==> config.mk <==
export PLATFORM = sky130hd
export DESIGN_NAME = mem_req_scheduler
export DESIGN_NICKNAME = d
export VERILOG_FILES = /design/src/rtl/mem_req_scheduler.sv
export SDC_FILE = /design/constraint.sdc
export NUM_CORES = 1
export LEC_CHECK = 0
export CAP_MARGIN = 40
export CELL_PAD_IN_SITES_DETAIL_PLACEMENT = 1
export CELL_PAD_IN_SITES_GLOBAL_PLACEMENT = 1
export CORE_MARGIN = 5
export CORE_UTILIZATION = 41
export CTS_BUF_LIST = sky130_fd_sc_hd__clkbuf_16
export DETAILED_ROUTE_END_ITERATION = 12
export PLACE_DENSITY = 0.91
export SKIP_LAST_GASP = 1
export SYNTH_ARGS = -nofsm -noshare
export SYNTH_HDL_FRONTEND = slang
export SYNTH_SLANG_ARGS = --single-unit
export TNS_END_PERCENT = 100
==> constraint.sdc <==
create_clock -name gclk -period 7.1 [get_ports gclk]
set_input_delay 2.13 -clock gclk [delete_from_list [all_inputs] [get_ports gclk]]
set_output_delay 2.13 -clock gclk [all_outputs]
set_load 0.02 [all_outputs]
==> src/rtl/mem_req_scheduler.sv <==
// mem_req_scheduler: picks one DRAM command requester per gclk.clk cycle.
//
// Ports:
//   gclk         clock bundle; only gclk.clk is used, all state on its rising edge
//   rst          asynchronous reset, active low
//   port_req     per-port level request (requester cmd FIFO non-empty)
//   port_we      per-port head-of-FIFO is a write, valid with port_req
//   af_full      controller address FIFO full, blocks new grants
//   wb_full      controller write buffer full, blocks new grants
//   credit_ret   one return-info FIFO entry popped this cycle
//   grant        registered one-hot grant, one cycle wide
//   grant_valid  OR of grant
//   grant_id     index of the granted port, valid with grant_valid
//   grant_we     granted request is a write, valid with grant_valid
//   credits      free return-info FIFO entries
//   credit_err   sticky, set by a credit return while all credits are free
//
// Arbitration is round-robin starting at ptr. A freshly granted port is
// masked for REQ_LAT cycles because its cmdfifo_empty view lags the pop.
// A write grant is followed by WR_BUBBLE idle cycles, since write data takes
// two clk2x beats per entry.

package iu_clk_pkg;
  typedef struct packed {
    logic clk;
    logic clk2x;
  } iu_clk_type;
endpackage

module mem_req_scheduler
  import iu_clk_pkg::*;
#(
  parameter int unsigned NPORT     = 2,
  parameter int unsigned CREDITS   = 16,
  parameter int unsigned REQ_LAT   = 2,
  parameter int unsigned WR_BUBBLE = 1,
  localparam int unsigned IW       = (NPORT > 1) ? $clog2(NPORT) : 1,
  localparam int unsigned CW       = $clog2(CREDITS + 1)
) (
  input  iu_clk_type       gclk,
  input  logic             rst,
  input  logic [NPORT-1:0] port_req,
  input  logic [NPORT-1:0] port_we,
  input  logic             af_full,
  input  logic             wb_full,
  input  logic             credit_ret,
  output logic [NPORT-1:0] grant,
  output logic             grant_valid,
  output logic [IW-1:0]    grant_id,
  output logic             grant_we,
  output logic [CW-1:0]    credits,
  output logic             credit_err
);

  localparam int unsigned MW = (REQ_LAT > 0) ? $clog2(REQ_LAT + 1) : 1;
  localparam int unsigned BW = (WR_BUBBLE > 0) ? $clog2(WR_BUBBLE + 1) : 1;

  typedef enum logic [0:0] {StArb, StBubble} state_e;

  logic clk;
  assign clk = gclk.clk;

  logic unused_clk2x;
  assign unused_clk2x = gclk.clk2x;

  state_e           state_q;
  logic [BW-1:0]    bub_cnt_q;
  logic [IW-1:0]    ptr_q;
  logic [MW-1:0]    mask_cnt_q [NPORT];
  // Low for the first edge after reset release so no grant lands on it.
  logic             run_q;

  logic [NPORT-1:0] eligible;
  logic             en;
  logic             sel_valid;
  logic [IW-1:0]    sel_idx;
  logic [IW-1:0]    cand;
  logic [NPORT-1:0] sel_onehot;
  logic             issue;

  always_comb begin
    for (int unsigned i = 0; i < NPORT; i++) begin
      eligible[i] = port_req[i] & (mask_cnt_q[i] == '0);
    end
  end

  assign en = run_q & ~af_full & ~wb_full & (credits != '0) & (state_q == StArb);

  // Rotating priority scan from ptr; index arithmetic wraps since NPORT is 2^n.
  always_comb begin
    sel_valid = 1'b0;
    sel_idx   = '0;
    cand      = '0;
    for (int unsigned k = 0; k < NPORT; k++) begin
      cand = ptr_q + IW'(k);
      if (!sel_valid && eligible[cand]) begin
        sel_valid = 1'b1;
        sel_idx   = cand;
      end
    end
  end

  always_comb begin
    sel_onehot          = '0;
    sel_onehot[sel_idx] = 1'b1;
  end

  assign issue = en & sel_valid;

  always_ff @(posedge clk or negedge rst) begin
    if (!rst) begin
      state_q     <= StArb;
      bub_cnt_q   <= '0;
      ptr_q       <= '0;
      run_q       <= 1'b0;
      grant       <= '0;
      grant_valid <= 1'b0;
      grant_id    <= '0;
      grant_we    <= 1'b0;
      credits     <= CW'(CREDITS);
      credit_err  <= 1'b0;
      for (int unsigned i = 0; i < NPORT; i++) begin
        mask_cnt_q[i] <= '0;
      end
    end else begin
      run_q       <= 1'b1;
      grant       <= '0;
      grant_valid <= 1'b0;
      grant_we    <= 1'b0;

      if (issue) begin
        grant       <= sel_onehot;
        grant_valid <= 1'b1;
        grant_id    <= sel_idx;
        grant_we    <= port_we[sel_idx];
        ptr_q       <= sel_idx + IW'(1);
      end

      for (int unsigned i = 0; i < NPORT; i++) begin
        if (issue && (sel_idx == IW'(i))) begin
          mask_cnt_q[i] <= MW'(REQ_LAT);
        end else if (mask_cnt_q[i] != '0) begin
          mask_cnt_q[i] <= mask_cnt_q[i] - MW'(1);
        end
      end

      unique case (state_q)
        StArb: begin
          if (issue && port_we[sel_idx] && (WR_BUBBLE > 0)) begin
            state_q   <= StBubble;
            bub_cnt_q <= BW'(WR_BUBBLE);
          end
        end
        StBubble: begin
          if (bub_cnt_q <= BW'(1)) begin
            state_q <= StArb;
          end else begin
            bub_cnt_q <= bub_cnt_q - BW'(1);
          end
        end
        default: state_q <= StArb;
      endcase

      // A grant and a return in the same cycle cancel out.
      if (issue && !credit_ret) begin
        credits <= credits - CW'(1);
      end else if (credit_ret && !issue) begin
        if (credits == CW'(CREDITS)) begin
          credit_err <= 1'b1;
        end else begin
          credits <= credits + CW'(1);
        end
      end
    end
  end

endmodule

Word level (Yosys, flattened, before mapping) --
Cells that the tools add are included.
Word-level totals: bits in registers 19, word-level logic and storage cells 89, input port bits 10
Cells by class: bitwise logic cells 12, muxes and demuxes 28, $lt $le $gt $ge 5, reductions and logical operators 21, add/sub/neg operators 7, equal/unequal tests 4
Operators with widths (number):
- 1-bit 2-to-1 mux | 17
- 5-bit 2-to-1 mux | 3
- 2-bit 2-to-1 mux | 5
- 2-bit nonzero test | 5
- 1-bit bitwise AND | 7
- 1-bit logical AND | 7
- 1-bit by 2-bit less-than comparator with 1-bit output (second input constant) | 3
- 5-bit by 1-bit adder with 5-bit output (second input constant) | 1
- 5-bit equality test (second input constant) | 1
- 1-bit inverter | 5
- 5-bit nonzero test | 1
- 5-bit by 1-bit subtractor with 5-bit output (second input constant) | 1
- 2-bit zero test | 2
- 2-bit inequality test (second input constant) | 2
- 1-bit one-hot mux with 2 select lines | 2
- 2-bit AND reduction | 2
- 2-bit by 1-bit subtractor with 2-bit output (second input constant) | 2
- 1-bit zero test | 3
- 3-bit AND reduction | 1
- 1-bit adder (second input constant) | 2
- 2-bit by 1-bit inequality test with 1-bit output (second input constant) | 1
- 1-bit demux with 1-bit select | 1
- 1-bit greater-or-equal comparator (second input constant) | 1
- 1-bit less-or-equal comparator (second input constant) | 1
- 1-bit subtractor (second input constant) | 1

Longest topological paths before layout --
word-level depth 13, gate-level depth with buffers 11

Worst setup path after synthesis --
No wires, ideal clock.
path type input to register, start input af_full, end register credits[4], required time 7008 ps, setup slack 2849 ps, arrival time 4159 ps, stages on the path 10, library setup time 92 ps, cell sequence nor4b_2 -> o21ai_4 -> a21o_2 -> inv_1 -> ha_1 -> ha_1 -> a21o_1 -> a21oi_1 -> mux2i_1 -> o22ai_1
Between the ends: word-level cells in the longest chain between the ends 10, elaborated cells on any way between the ends 13, those cells by class eq/ne (1); mux (1); bitwise (6); reduce/logical (5)
RTL lines:
- start: declaration | line 44 | input logic af_full,
- 1-bit inverter (*) | line 87 | assign en = run_q & ~af_full & ~wb_full & (credits != '0) & (state_q == StArb);
- 1-bit bitwise AND (*) (4 in a row) | line 87
- 1-bit bitwise AND (*) | line 108 | assign issue = en & sel_valid;
- named net issue | line 79 | logic issue;
- 1-bit zero test | line 167 | end else if (credit_ret && !issue) begin
- 1-bit logical AND | line 167
- 2-bit nonzero test (no source line)
- 2-bit AND reduction (no source line)
- end signal: assignment | line 120 | credits <= CW'(CREDITS);
- end signal: assignment | line 166 | credits <= credits - CW'(1);
- end signal: assignment | line 171 | credits <= credits + CW'(1);
- end: declaration | line 51 | output logic [CW-1:0] credits,
The timed path passes the listed nets; every way through them passes the cells marked *. A chain may end at the register's enable or synchronous reset.

Worst setup path after layout --
Ends and elaborated chain as after synthesis.

==> results.cfg <==
[die]
dieHeight_um = 57.39
total_die_area_um2 = 3294
die_wd_um = 57.39
row_count = 17
ios = 21
core_area_um2 = 2170
initial_utilization_pct = 42.45

[route]
dr.pass1.iters = 2
wire_length_per_cell_after_detailed_routing_um = 15.81
num_vias = 686
drc = 0
drt-vias-per-instance = 5.277
detail_route.wirelength_um = 2055
initialDrtViolationCount = 4
route.antenna.remaining_nets = 0

[sta]
setup_ws_ns = 2.345
post-route-min-period_ns = 4.755
worstMarginPinSlew_ns = 0.8266
number_of_max_slew_violations_in_the_final_report = 0
worst_clock_skew_on_the_final_layout_ns = 0.001665
timing.fmax_ghz = 0.2103
timing.final.setup_violations = 0
setup_total_negative_slack_ns = 0
grt_setup_unrepaired = no
final_min_period_over_clock_period_pct = 66.97
report.final.hold_viol_count = 0
worst_slew_margin_rel_pct = 44.72

[global_route]
global_route.overflow_total = 0
grt_pass1_vias = 767
number_of_antenna_violations_at_the_first_check_in_global_routing = 0
globalRouteTotalUtil_pct = 14.84
wire_length_of_the_first_global_routing_pass_um = 3684
grt_start_max_net_pins = 19

[finish]
area.growth.synth_to_final_pct = 33.02
finalNetCount = 121
ff_latch_area_um2 = 451.7
layout_fillers = 238
mostFrequentLayoutCells = sky130_fd_sc_hd__clkdlybuf4s50_1 (19), sky130_fd_sc_hd__dfrtp_1 (17), sky130_fd_sc_hd__nor2_1 (8)
final_layout_size_suffix_gt1_share_pct = 13.73
multiInputGateArea_um2 = 446.7
antenna_cells = 0
layout_commonest_cell = sky130_fd_sc_hd__clkdlybuf4s50_1

[power_and_ir_drop]
p_int_w = 0.0003257
pwr-share-clk_pct = 21.8
powerDensity_nw_per_um2 = 415.2
peakVddDrop_mv = 0.2111
combinational_share_of_power_pct = 42.3
power_switching_w = 0.0001829
pwr-share-seq_pct = 36.0
leakagePower_nw = 0.5841
p_sw_share_pct = 35.96

[placed_design]
hpwlAfterDp_um = 1529
io_buffer_count = 19
finalWeightedCongestion = 0.7905
pre_cts_slack_ns = 2.118

[clock_tree]
post_cts_setup_buffers = 0
cts_inserted_buffers = 3
tritoncts_num_sinks = 18
clock_latency_ns = 0.25
cts_root_buffer = sky130_fd_sc_hd__clkbuf_16
cts.htree.levels = 1
hold_buffers = 0
clk_pin_slew_ns = 0.05
tritoncts_clock_tree = done
ctsLongestPathBuffers = 2
post_cts_resized = 0

[synth]
synth.distinct_cells = 31
yosys.area.top_type_share_pct = 46.20
mapped_cell_area_um2 = 920.9
synth.yosys.warnings = 0
ys_seq_elements = 18
syn-mean-instance-area_um2 = 11.66
synth_area_leaders = sky130_fd_sc_hd__dfrtp_1 (46%), sky130_fd_sc_hd__ha_1 (9.5%), sky130_fd_sc_hd__nor2_1 (3.3%)
syn-instance-count = 79
proportion_of_synthesized_chip_area_in_sequential_cells_pct = 49.05
synth_top_area_cell = sky130_fd_sc_hd__dfrtp_1
syn_nets = 97

[setup_path]
endpoint_kind = register
critical_path_required_ns = 7.26
startpoint_type = input pin
worstPathMaxFanout = 9
worstSetupPathType = in2reg
rr_startpoint = credits[0]
worst_ep_arrival_time_ns = 4.92
crit_path_start = af_full

[worst_hold_path]
min-delay-start = grant_id
timing.hold.worst.class = reg2reg

[flow_run]
maxcap_violations = 0

[status]
status = finished, final reports clean
-- final timing paths --
check | to | slack (ns) | cells after the start
hold reg to reg | grant_id | 0.48 | 1
hold / removal | grant_id | 0.48 | 1
setup reg to reg | credits[4] | 3.95 | 10
min in group asynchronous | mask_cnt_q[2] | 2.36 | 1
setup / recovery | credits[4] | 2.34 | 11
max in group asynchronous | grant[1] | 4.23 | 1
-- synth_stat cells, drive strengths merged --
| master | n |
|---|---|
| nor2b | 1 |
| o31ai | 2 |
| conb | 1 |
| mux2 | 1 |
| a21o | 4 |
| or4 | 1 |
| nor4b | 1 |
| nor2 | 8 |
| a21bo | 1 |
| mux2i | 2 |
| inv | 6 |
| a2111oi | 1 |
| nand2 | 6 |
| a311oi | 1 |
| dfrtp | 17 |
| ha | 7 |
| a211o | 1 |
| a21oi | 2 |
| xnor2 | 2 |
| xor2 | 3 |
| nor4 | 1 |
| o221ai | 1 |
| o22ai | 1 |
| o21ai | 3 |
| o21bai | 2 |
| a31o | 1 |
| dfstp | 1 |
| fa | 1 |
-- critical path, cell delays in order --
cell and delay [ns]:
sky130_fd_sc_hd__clkdlybuf4s50_1 0.42, sky130_fd_sc_hd__nor4b_2 0.38, sky130_fd_sc_hd__o21ai_4 0.14, sky130_fd_sc_hd__a21o_2 0.25, sky130_fd_sc_hd__inv_1 0.09, sky130_fd_sc_hd__ha_1 0.37, sky130_fd_sc_hd__ha_1 0.34, sky130_fd_sc_hd__a21o_1 0.17
sky130_fd_sc_hd__a21oi_1 0.28, sky130_fd_sc_hd__mux2i_1 0.24, sky130_fd_sc_hd__o22ai_1 0.10
-- power groups by stage --
stage | logic (W) | registers [W] | clock network, W
finish | 0.000215 | 0.000183 | 0.000111
global route | 0.000240 | 0.000190 | 0.000119
CTS | 0.000221 | 0.000184 | 0.000114
detailed placement | 0.000217 | 0.000184 | 0
global placement | 0.000206 | 0.000182 | 0
floorplan | 0.000117 | 0.000201 | 0
-- layout make-up --
class	instances	share of cell area, %
Inverter	6	1.839
Timing Repair Buffer	19	15.53
Clock inverter	1	0.3064
Sequential cell	18	36.87
Tap cell	28	2.860
Multi-Input combinational cell	55	36.47
Clock buffer	3	6.129
-- metal layers --
metal / routed length [um] / vias to the layer above / share of wire [%] / global-route usage [%]
met2: 1013 / 18 / 49 / 22.58
met3: 122 / 5 / 5.9 / 4.072
met1: 869 / 336 / 42 / 18.99
met4: 49 / 0 / 2.4 / 7.947
li1: - / 327 / - / -
met5: 0 / - / 0 / 0
-- metrics by stage --
step	power, W	hold WS (ns)	std cells	area (um^2)	util (%)
after floorplan	0.0003180	0.4590	79	920.9	-
after global placement	0.0003888	0.4555	126	1146	52.83
after detailed placement	0.0004013	0.4624	126	1146	52.83
after CTS	0.0005186	0.4922	130	1225	56.46
after global routing	0.0005496	0.5136	130	1225	56.46
final	0.0005086	0.4844	130	1225	56.46
-- sequential cells by signal, summed over array words and instances, names as in the netlist --
register and flops:
credit_err 1, credits 5, grant 2, grant_id 1, grant_valid 1, grant_we 1, mask_cnt_q 4, ptr_q 1
run_q 1, state_q 1
-- kinds of logic after synthesis --
group           synth area share (%)
compound gates                 18.34
xor+xnor                       4.756
fa+ha+maj                      11.68
buf+inv                        2.445
flops                          49.05
mux                            3.397
other cells                   0.4072
simple gates                   9.919
No activity file was read; power rests on OpenSTA's default activity.
